--- src/rtl/mem_pkg.sv ---
// Shared definitions for the SRAM memory access unit.
// Contents: transfer FSM state type, default wait-state count, wait counter width.
// No logic; imported by mem_access_unit.
package mem_pkg;

  // Transfer sequencing: one setup cycle, WAIT_CYCLES access cycles, one done cycle.
  typedef enum logic [1:0] {
    S_IDLE   = 2'd0,
    S_SETUP  = 2'd1,
    S_ACCESS = 2'd2,
    S_DONE   = 2'd3
  } mem_state_t;

  // Default number of SRAM access cycles per transfer.
  localparam int unsigned WAIT_CYCLES_DEFAULT = 2;

  // Wait counter width; bounds WAIT_CYCLES to 1..15.
  localparam int unsigned CNT_W = 4;

endpackage

--- src/rtl/mem_access_unit.sv ---
// SRAM memory access unit: latches MAR/MDR on start and sequences CE_n/OE_n/WE_n
//   through SETUP, WAIT_CYCLES ACCESS cycles and DONE. Read data is captured into MDR.
// Latency: start accepted at edge t -> done high in cycle t+WAIT_CYCLES+2.
// Backpressure: none; start is only sampled in IDLE, requests while busy are dropped.
// Ports: Clk, Reset (sync active-low); start/rw/addr_sel/MARMUX/PC/wdata request side;
//   Data_from_SRAM read data; busy/done status; MAR/MDR registers; ADDR, strobes,
//   Data_to_SRAM and data_drive toward the SRAM pins.
module mem_access_unit
  import mem_pkg::*;
#(
  parameter int unsigned WAIT_CYCLES = WAIT_CYCLES_DEFAULT
) (
  input  logic        Clk,
  input  logic        Reset,
  input  logic        start,
  input  logic        rw,
  input  logic        addr_sel,
  input  logic [15:0] MARMUX,
  input  logic [15:0] PC,
  input  logic [15:0] wdata,
  input  logic [15:0] Data_from_SRAM,
  output logic        busy,
  output logic        done,
  output logic [15:0] MAR,
  output logic [15:0] MDR,
  output logic [19:0] ADDR,
  output logic        CE_n,
  output logic        OE_n,
  output logic        WE_n,
  output logic [15:0] Data_to_SRAM,
  output logic        data_drive
);

  if (WAIT_CYCLES < 1 || WAIT_CYCLES > 15) begin : g_bad_wait_cycles
    $error("mem_access_unit: WAIT_CYCLES=%0d outside legal range 1..15", WAIT_CYCLES);
  end

  localparam logic [CNT_W-1:0] CNT_LOAD = CNT_W'(WAIT_CYCLES - 1);

  mem_state_t       state;
  logic [CNT_W-1:0] cnt;
  logic             rw_q;

  // Upper address bits are unused by this 16-bit core.
  assign ADDR         = {4'b0000, MAR};
  assign Data_to_SRAM = MDR;

  // Strobes are registered alongside the state transition so every output
  // is a flop; nothing from start reaches a pin without passing a register.
  always_ff @(posedge Clk) begin
    if (!Reset) begin
      state      <= S_IDLE;
      cnt        <= '0;
      rw_q       <= 1'b0;
      MAR        <= '0;
      MDR        <= '0;
      busy       <= 1'b0;
      done       <= 1'b0;
      CE_n       <= 1'b1;
      OE_n       <= 1'b1;
      WE_n       <= 1'b1;
      data_drive <= 1'b0;
    end else begin
      case (state)
        S_IDLE: begin
          if (start) begin
            state      <= S_SETUP;
            MAR        <= addr_sel ? PC : MARMUX;
            rw_q       <= rw;
            if (rw) MDR <= wdata;
            busy       <= 1'b1;
            CE_n       <= 1'b0;
            // Reads open the output enable from SETUP; writes drive the bus
            // from SETUP but hold WE_n off until ACCESS for address setup time.
            OE_n       <= rw;
            data_drive <= rw;
          end
        end
        S_SETUP: begin
          state <= S_ACCESS;
          cnt   <= CNT_LOAD;
          WE_n  <= ~rw_q;
        end
        S_ACCESS: begin
          if (cnt == '0) begin
            state      <= S_DONE;
            done       <= 1'b1;
            CE_n       <= 1'b1;
            OE_n       <= 1'b1;
            WE_n       <= 1'b1;
            data_drive <= 1'b0;
            if (!rw_q) MDR <= Data_from_SRAM;
          end else begin
            cnt <= cnt - 1'b1;
          end
        end
        S_DONE: begin
          state <= S_IDLE;
          busy  <= 1'b0;
          done  <= 1'b0;
        end
        default: state <= S_IDLE;
      endcase
    end
  end

endmodule

--- config.mk ---
export PLATFORM = sky130hd
export DESIGN_NAME = mem_access_unit
export DESIGN_NICKNAME = d
export VERILOG_FILES = /design/src/rtl/mem_pkg.sv /design/src/rtl/mem_access_unit.sv
export SDC_FILE = /design/constraint.sdc
export NUM_CORES = 1
export LEC_CHECK = 0
export BUFFER_PORTS_ARGS = -buffer_cell sky130_fd_sc_hd__clkbuf_2
export CORE_ASPECT_RATIO = 0.7
export CORE_MARGIN = 2
export CORE_UTILIZATION = 45
export DETAILED_ROUTE_END_ITERATION = 16
export PLACE_DENSITY = 0.84
export SYNTH_ARGS = -nofsm -noshare
export SYNTH_HDL_FRONTEND = slang
export SYNTH_SLANG_ARGS = --single-unit
--- constraint.sdc ---
create_clock -name Clk -period 1.87 [get_ports Clk]
set_input_delay 0.2805 -clock Clk [delete_from_list [all_inputs] [get_ports Clk]]
set_output_delay 0.2805 -clock Clk [all_outputs]
set_load 0.02 [all_outputs]
Word-level counts from Yosys, hierarchy flattened
Index checks and enable logic that the tools add are counted.
Widths: inputs -> output; s select.
{"block": "op_classes", "add_sub_neg": 1, "n_mul": 0, "div_mod_pow": 0, "magnitude_cmp": 0, "n_eq_ne": 8, "n_shift": 0, "mux": 22, "n_bitwise": 1, "n_reduce_logical": 14}
{"operator": "$mux 16", "count": 5}
{"operator": "$pmux 16 s2", "count": 1}
{"operator": "$pmux 1 s2", "count": 6}
{"operator": "$reduce_and 2->1", "count": 6}
{"operator": "$ne 2x2->1 const B", "count": 5}
{"operator": "$pmux 2 s4", "count": 1}
{"operator": "$pmux 4 s2", "count": 1}
{"operator": "$reduce_bool 2->1", "count": 4}
{"operator": "$mux 1", "count": 5}
{"operator": "$reduce_and 5->1", "count": 1}
{"operator": "$eq 2x2->1 const B", "count": 2}
{"operator": "$logic_not 4->1", "count": 1}
{"operator": "$mux 2", "count": 2}
{"operator": "$mux 4", "count": 1}
{"operator": "$sub 4x1->4 const B", "count": 1}
{"operator": "$reduce_and 3->1", "count": 1}
{"operator": "$eq 2x1->1 const B", "count": 1}
{"operator": "$logic_not 2->1", "count": 1}
{"operator": "$not 1->1", "count": 1}
{"block": "totals", "reg_bits": 45, "latch_bits": 0, "mem_bits_rw": 0, "romBits": 0, "output_inout_bits": 74, "word_cells": 57, "n_memories": 0}

Logic depth before layout (Yosys ltp)
Gate-level depths: netlist (run 1).
{"block": "depth", "ltp_word": 3, "ltp_mapped": 7, "mapped_depth_nobuf": 5}

Worst setup path before layout (run 1)
OpenSTA, ideal clock, no wires.
{"block": "synth_path", "kind": "register -> register", "startpoint": "reg state[0]", "endpoint": "reg MDR[10] (netlist: Data_to_SRAM[10])", "setup_ns": 0.072, "t_arrival_ns": 1.494, "t_required_ns": 1.798, "path_slack_ns": 0.304, "stages_incl_launch_ff": 7, "n_path_buf": 1, "synth_period_minus_slack_ns": 1.566, "cell_sequence": "dfxtp_1 > inv_1 > ha_1 > or2_2 > o2111ai_4 > buf_6 > mux2i_1"}
{"block": "synth_via", "elab_chain_len": 3}
{"element": "start: declaration", "line_no": "mem_access_unit.sv:40", "rtl": "mem_state_t state;"}
{"element": "start signal: assignment", "line_no": "mem_access_unit.sv:52", "rtl": "state <= S_IDLE;"}
{"element": "start signal: assignment", "line_no": "mem_access_unit.sv:67", "rtl": "state <= S_SETUP;"}
{"element": "start signal: assignment", "line_no": "mem_access_unit.sv:80", "rtl": "state <= S_ACCESS;"}
{"element": "$eq 2x2->1 or $logic_not 2->1 (tied branches)", "line_no": "mem_access_unit.sv:64", "rtl": "case (state)"}
{"element": "$ne 2x2->1 (no line) or $reduce_bool 2->1 (tied branches)"}
{"element": "$reduce_and 5->1 (no line)"}
{"element": "end signal: assignment", "line_no": "mem_access_unit.sv:70", "rtl": "if (rw) MDR <= wdata;"}
{"element": "end signal: assignment", "line_no": "mem_access_unit.sv:92", "rtl": "if (!rw_q) MDR <= Data_from_SRAM;"}
{"element": "end: declaration", "line_no": "mem_access_unit.sv:25", "rtl": "output logic [15:0] MDR,"}
Several ways; a longest one is shown, not always the timed one.
A chain may end at the register's enable or synchronous reset.

Worst setup path after layout (run 1)
Ends and elaborated chain as after synthesis.

==> flow_metrics.env, run 1 <==
export IMPL_status="complete, no violations"
export IMPL_cts_resized=0
export IMPL_end_kind="flip-flop"
export IMPL_synthCells=283
export IMPL_yosysUniqueCellTypes=37
export IMPL_drive_above_1_share_pct=45.2
export IMPL_io_buffers=138
export IMPL_drtIter0Drc=99
export IMPL_r2r_cells=6
export IMPL_crit_buf_inv=2
export IMPL_crit_family="buffers and inverters"
export IMPL_nets=459
export IMPL_async_reset_ff_share_pct=0
export IMPL_hold_viol=0
export IMPL_irDropWorstVdd_mv=0.806
export IMPL_cap_viol_max_count=0
export IMPL_worst_pin_slew_ps=533
export IMPL_synth_edf_count=0
export IMPL_fmax_mhz=589
export IMPL_cts_buffers=5
export IMPL_gr_total_overflow=0
export IMPL_clock_skew_ps=11.1
export IMPL_synth_area_um2=2570
export IMPL_antenna_found_initial=0
export IMPL_slew_viol_final=0
export IMPL_postRouteAntennaNets=0
export IMPL_synth_top_area_share_pct=35.0
export IMPL_coreArea_um2=5610
export IMPL_ys_ff_latch=45
export IMPL_num_rows=23
export IMPL_wl_mm=5.88
export IMPL_synthToLayoutAreaGrowth_pct=23.8
export IMPL_grt_pass1_wl_mm=9.03
export IMPL_worstPathMaxFanout=27
export IMPL_htree_levels=2
export IMPL_min_period_ps=1700
export IMPL_cts_sinks=45
export IMPL_vias=2262
export IMPL_hold_path_class="input pin to flip-flop"
export IMPL_arrival_ps=1890
export IMPL_cts_setup_buffers=0
export IMPL_pin_count=143
export IMPL_setup_violations=0
export IMPL_p_per_area_nw_per_um2=1550
export IMPL_drc=0
export IMPL_grt_pass1_vias=2009
export IMPL_cts_buffer_depth=2
export IMPL_critPathLaunchType="flip-flop"
export IMPL_synth_top_area_cell="dfxtp_1"
export IMPL_holdPathStages=3
export IMPL_power_leakage_nw=1.66
export IMPL_place_congestion=0.804
export IMPL_fin_crit_sh_pct=90.8
export IMPL_ys_warn_count=0
export IMPL_start_util_pct=45.9
export IMPL_power_total_w=0.00493
export IMPL_rsz0062_at_grt="no"
export IMPL_cts_root_buf="clkbuf_8"
export IMPL_wl_per_cell_um=12.8
export IMPL_place_hpwl_mm=4.60
export IMPL_synth_main_ff_cell="dfxtp_1"
export IMPL_die_w_um=94.4
export IMPL_cp_depth=6
export IMPL_worst_path_largest_cell_delay_ps=380
export IMPL_fin_util_pct=56.8
export IMPL_cp_cell_sequence="inv_1 > ha_1 > buf_4 > mux2_2 > nand2_1 > mux2i_1"
export IMPL_dieArea_um2=6350
export IMPL_cts_hold_buffers_added=0
export IMPL_path_class="flip-flop to flip-flop"
export IMPL_slew_headroom_pct=64.5
export IMPL_grt_use_total_pct=18.1
export IMPL_vias_per_cell=4.94
export IMPL_avgSynthCellArea_um2=9.10
export IMPL_layout_common_cells="clkbuf_2 (138), dfxtp_1 (45), nand2_1 (44), mux2i_1 (34)"
export IMPL_required_ps=2060
export IMPL_clk_pin_slew_ps=90
export IMPL_ys_seq_area_share_pct=35.0
export IMPL_synth_area_leaders="dfxtp_1 (35%), mux2i_1 (13%), buf_4 (11%), mux2_2 (7.0%), nand2_1 (6.4%)"
export IMPL_drt_first_pass_iters=4
export IMPL_clock_latency_ps=290
export IMPL_tritoncts="built"
export IMPL_num_antenna_cells=0
export IMPL_cp_slowest_cell="mux2_2"
export IMPL_final_common_cell="clkbuf_2"
export IMPL_fin_setup_tns_ps=0
export IMPL_grt_max_degree=33
export IMPL_die_h_um=67.3
-- per-layer routing --
metal	share of wire [%]	vias to the layer above	GRT usage [%]
met1	41	1039	21.3
met5	0	-	0
met2	50	90	32.4
li1	-	1127	-
met4	1.0	0	5.07
met3	8.4	6	5.13
-- layout make-up --
| cell class | instances | area, um^2 |
|---|---|---|
| Clock inverter | 2 | 38.8 |
| Sequential cell | 45 | 901 |
| Tap cell | 75 | 93.8 |
| Fill cell | 503 | 2420 |
| Clock buffer | 5 | 68.8 |
| Inverter | 8 | 30.0 |
| Multi-Input combinational cell | 179 | 1290 |
| Timing Repair Buffer | 144 | 761 |
-- worst min-delay path, cell delays in order --
cell,delay [ps]
clkbuf_2,110
nand2_1,60
a21oi_1,50
-- cell families after synthesis --
group           synth area share, %
fa+ha+maj                      3.40
mux                            20.2
buf+inv                        15.2
other cells                   0.146
compound gates                 13.0
simple gates                   13.0
flops                          35.0
-- through the flow --
step	cells	hold WS, ps	instance area (um^2)	setup slack, ps
5_1_grt	458	277	3190	39.4
2_1_floorplan	286	416	2590	304
3_3_place_gp	450	461	3060	136
3_5_place_dp	450	478	3060	24.7
4_1_cts	457	253	3170	19.6
6_report	458	266	3190	172
-- where the power goes --
| group | switching, W | leakage (nW) | internal (W) |
|---|---|---|---|
| clock network | 0.000318 | 0.0546 | 0.000396 |
| registers | 0.000292 | 0.371 | 0.00130 |
| logic | 0.00160 | 1.23 | 0.00102 |
-- worst paths after layout --
check                                     start                to  slack (ps)
worst min-delay path                         rw              rw_q         270
worst max-delay path                   state[0]  Data_to_SRAM[10]         170
worst min register to register  Data_to_SRAM[0]   Data_to_SRAM[0]         490
worst max register to register         state[0]  Data_to_SRAM[10]         170
-- synth_stat cells (6+ instances only) --
cell      count
dfxtp_1      45
nand2_1      44
buf_4        37
mux2i_1      34
mux2_2       16
nor2_1       16
a211oi_1     13
buf_2        10
a21oi_1       7
ha_1          7
inv_1         7
clkbuf_1      6
-- registers in the layout, indices dropped and copies added (netlist names) --
name          count
Data_to_SRAM     16
MAR              16
cnt               4
state             2
CE_n              1
OE_n              1
WE_n              1
busy              1
data_drive        1
done              1
rw_q              1
Power figures use the tool's default switching activity.
==> inputs of run 2 (changes only) <==
--- a/config.mk
+++ b/config.mk
@@ -10,7 +10,7 @@
 export CORE_MARGIN = 2
 export CORE_UTILIZATION = 45
 export DETAILED_ROUTE_END_ITERATION = 16
-export PLACE_DENSITY = 0.84
+export PLACE_DENSITY = 0.81
 export SYNTH_ARGS = -nofsm -noshare
 export SYNTH_HDL_FRONTEND = slang
 export SYNTH_SLANG_ARGS = --single-unit
==> run 2 against run 1 <==
Against the previous run:
- largest cell class unchanged
- critical path type unchanged
- sequential power about the same
- highest routed layer unchanged
- maximum frequency up 1.2%
- global-route usage down 0.61 points
- via count down 1.5%
- worst setup slack better by 20 ps
- non-clock buffer count up 3
- sequential share of layout area down 0.43 points
- clock power up 20%
- core utilization up 0.87 points
- flip-flop and latch count unchanged
- clock-buffer cell count unchanged
==> flow_metrics.env, run 2 (synthesized netlist as in run 1, its figures left out) <==
export IMPL_status="complete, no violations"
export IMPL_slew_headroom_pct=64.3
export IMPL_pin_count=143
export IMPL_clock_skew_ps=3.94
export IMPL_min_period_ps=1680
export IMPL_wl_per_cell_um=11.9
export IMPL_hold_viol=0
export IMPL_slew_viol_final=0
export IMPL_grt_pass1_wl_mm=8.93
export IMPL_fmax_mhz=596
export IMPL_antenna_found_initial=0
export IMPL_postRouteAntennaNets=0
export IMPL_worst_pin_slew_ps=535
export IMPL_cts_setup_buffers=0
export IMPL_cap_viol_max_count=0
export IMPL_seq_area_um2=901
export IMPL_cts_sinks=45
export IMPL_worstPathMaxFanout=6
export IMPL_irDropWorstVdd_mv=0.736
export IMPL_cts_buffers=5
export IMPL_path_class="flip-flop to flip-flop"
export IMPL_coreArea_um2=5610
export IMPL_wl_mm=5.50
export IMPL_tritoncts="built"
export IMPL_htree_levels=2
export IMPL_vias_per_cell=4.82
export IMPL_placed_cell_area_um2=3080
export IMPL_cts_hold_buffers_added=0
export IMPL_multi_input_area_um2=1290
export IMPL_power_total_w=0.00507
export IMPL_critPathLaunchType="flip-flop"
export IMPL_clk_pin_slew_ps=80
export IMPL_fillers=496
export IMPL_fin_setup_tns_ps=0
export IMPL_final_cell_area_um2=3240
export IMPL_drtIter0Drc=89
export IMPL_clock_latency_ps=300
export IMPL_vias=2227
export IMPL_nets=462
export IMPL_hold_path_class="input pin to flip-flop"
export IMPL_p_per_area_nw_per_um2=1570
export IMPL_arrival_ps=1910
export IMPL_cts_buffer_depth=2
export IMPL_rsz0062_at_grt="no"
export IMPL_layout_common_cells="clkbuf_2 (138), dfxtp_1 (45), nand2_1 (44), mux2i_1 (34)"
export IMPL_synthToLayoutAreaGrowth_pct=25.7
export IMPL_num_antenna_cells=0
export IMPL_final_common_cell="clkbuf_2"
export IMPL_setup_violations=0
export IMPL_required_ps=2100
export IMPL_start_util_pct=45.9
export IMPL_num_rows=23
export IMPL_end_kind="flip-flop"
export IMPL_place_hpwl_mm=4.43
export IMPL_drive_above_1_share_pct=45.7
export IMPL_die_w_um=94.4
export IMPL_grt_pass1_vias=2049
export IMPL_grt_max_degree=35
export IMPL_cts_root_buf="clkbuf_8"
export IMPL_die_h_um=67.3
export IMPL_drt_first_pass_iters=4
export IMPL_gr_total_overflow=0
export IMPL_grt_use_total_pct=17.4
export IMPL_fin_hold_ws_ps=247
export IMPL_power_leakage_nw=1.69
export IMPL_drc=0
export IMPL_fin_crit_sh_pct=89.7
export IMPL_dieArea_um2=6350
export IMPL_cts_resized=0
export IMPL_io_buffers=138
export IMPL_place_congestion=0.794
run 2: routing by layer:
layer	global-route usage, %	vias up	part of all wire [%]	wire length [um]
met2	30.8	66	50	2750
met5	0	-	0	0
li1	-	1146	-	-
met3	3.24	7	5.2	286
met4	7.43	0	1.4	79
met1	21.1	1008	43	2380
run 2: path summary, 6_finish.rpt:
kind,from,cells past startpoint,slack (ps),end
hold reg to reg,Data_to_SRAM[2],2,480,Data_to_SRAM[2]
setup / recovery,cnt[0],5,190,state[1]
setup reg to reg,cnt[0],5,190,state[1]
hold / removal,rw,3,250,rw_q
run 2: area by class of cell:
class | count | area share [%]
clock buffers | 5 | 2.13
clock inverters | 3 | 2.01
inverters | 8 | 0.928
multi-input cells | 179 | 40.0
flip-flops and latches | 45 | 27.8
well taps | 75 | 2.90
repair buffers | 147 | 24.2
run 2: per-stage QoR:
step	cells	setup slack (ps)	util, %
2_1_floorplan	286	304	-
3_3_place_gp	453	151	54.9
3_5_place_dp	453	24.6	54.9
4_1_cts	461	9.86	57.3
5_1_grt	462	91.5	57.7
6_report	462	192	57.7
run 2: critical path: stages (launching register included):
cell and delay, ps:
dfxtp_1 350, inv_1 100, ha_1 170, or3b_2 550, a21oi_4 220, mux2i_1 210
run 2: where the power goes:
group	switching [W]	leakage (nW)	internal, W
Combinational	0.00160	1.25	0.00104
Sequential	0.000270	0.371	0.00130
Clock	0.000327	0.0681	0.000530
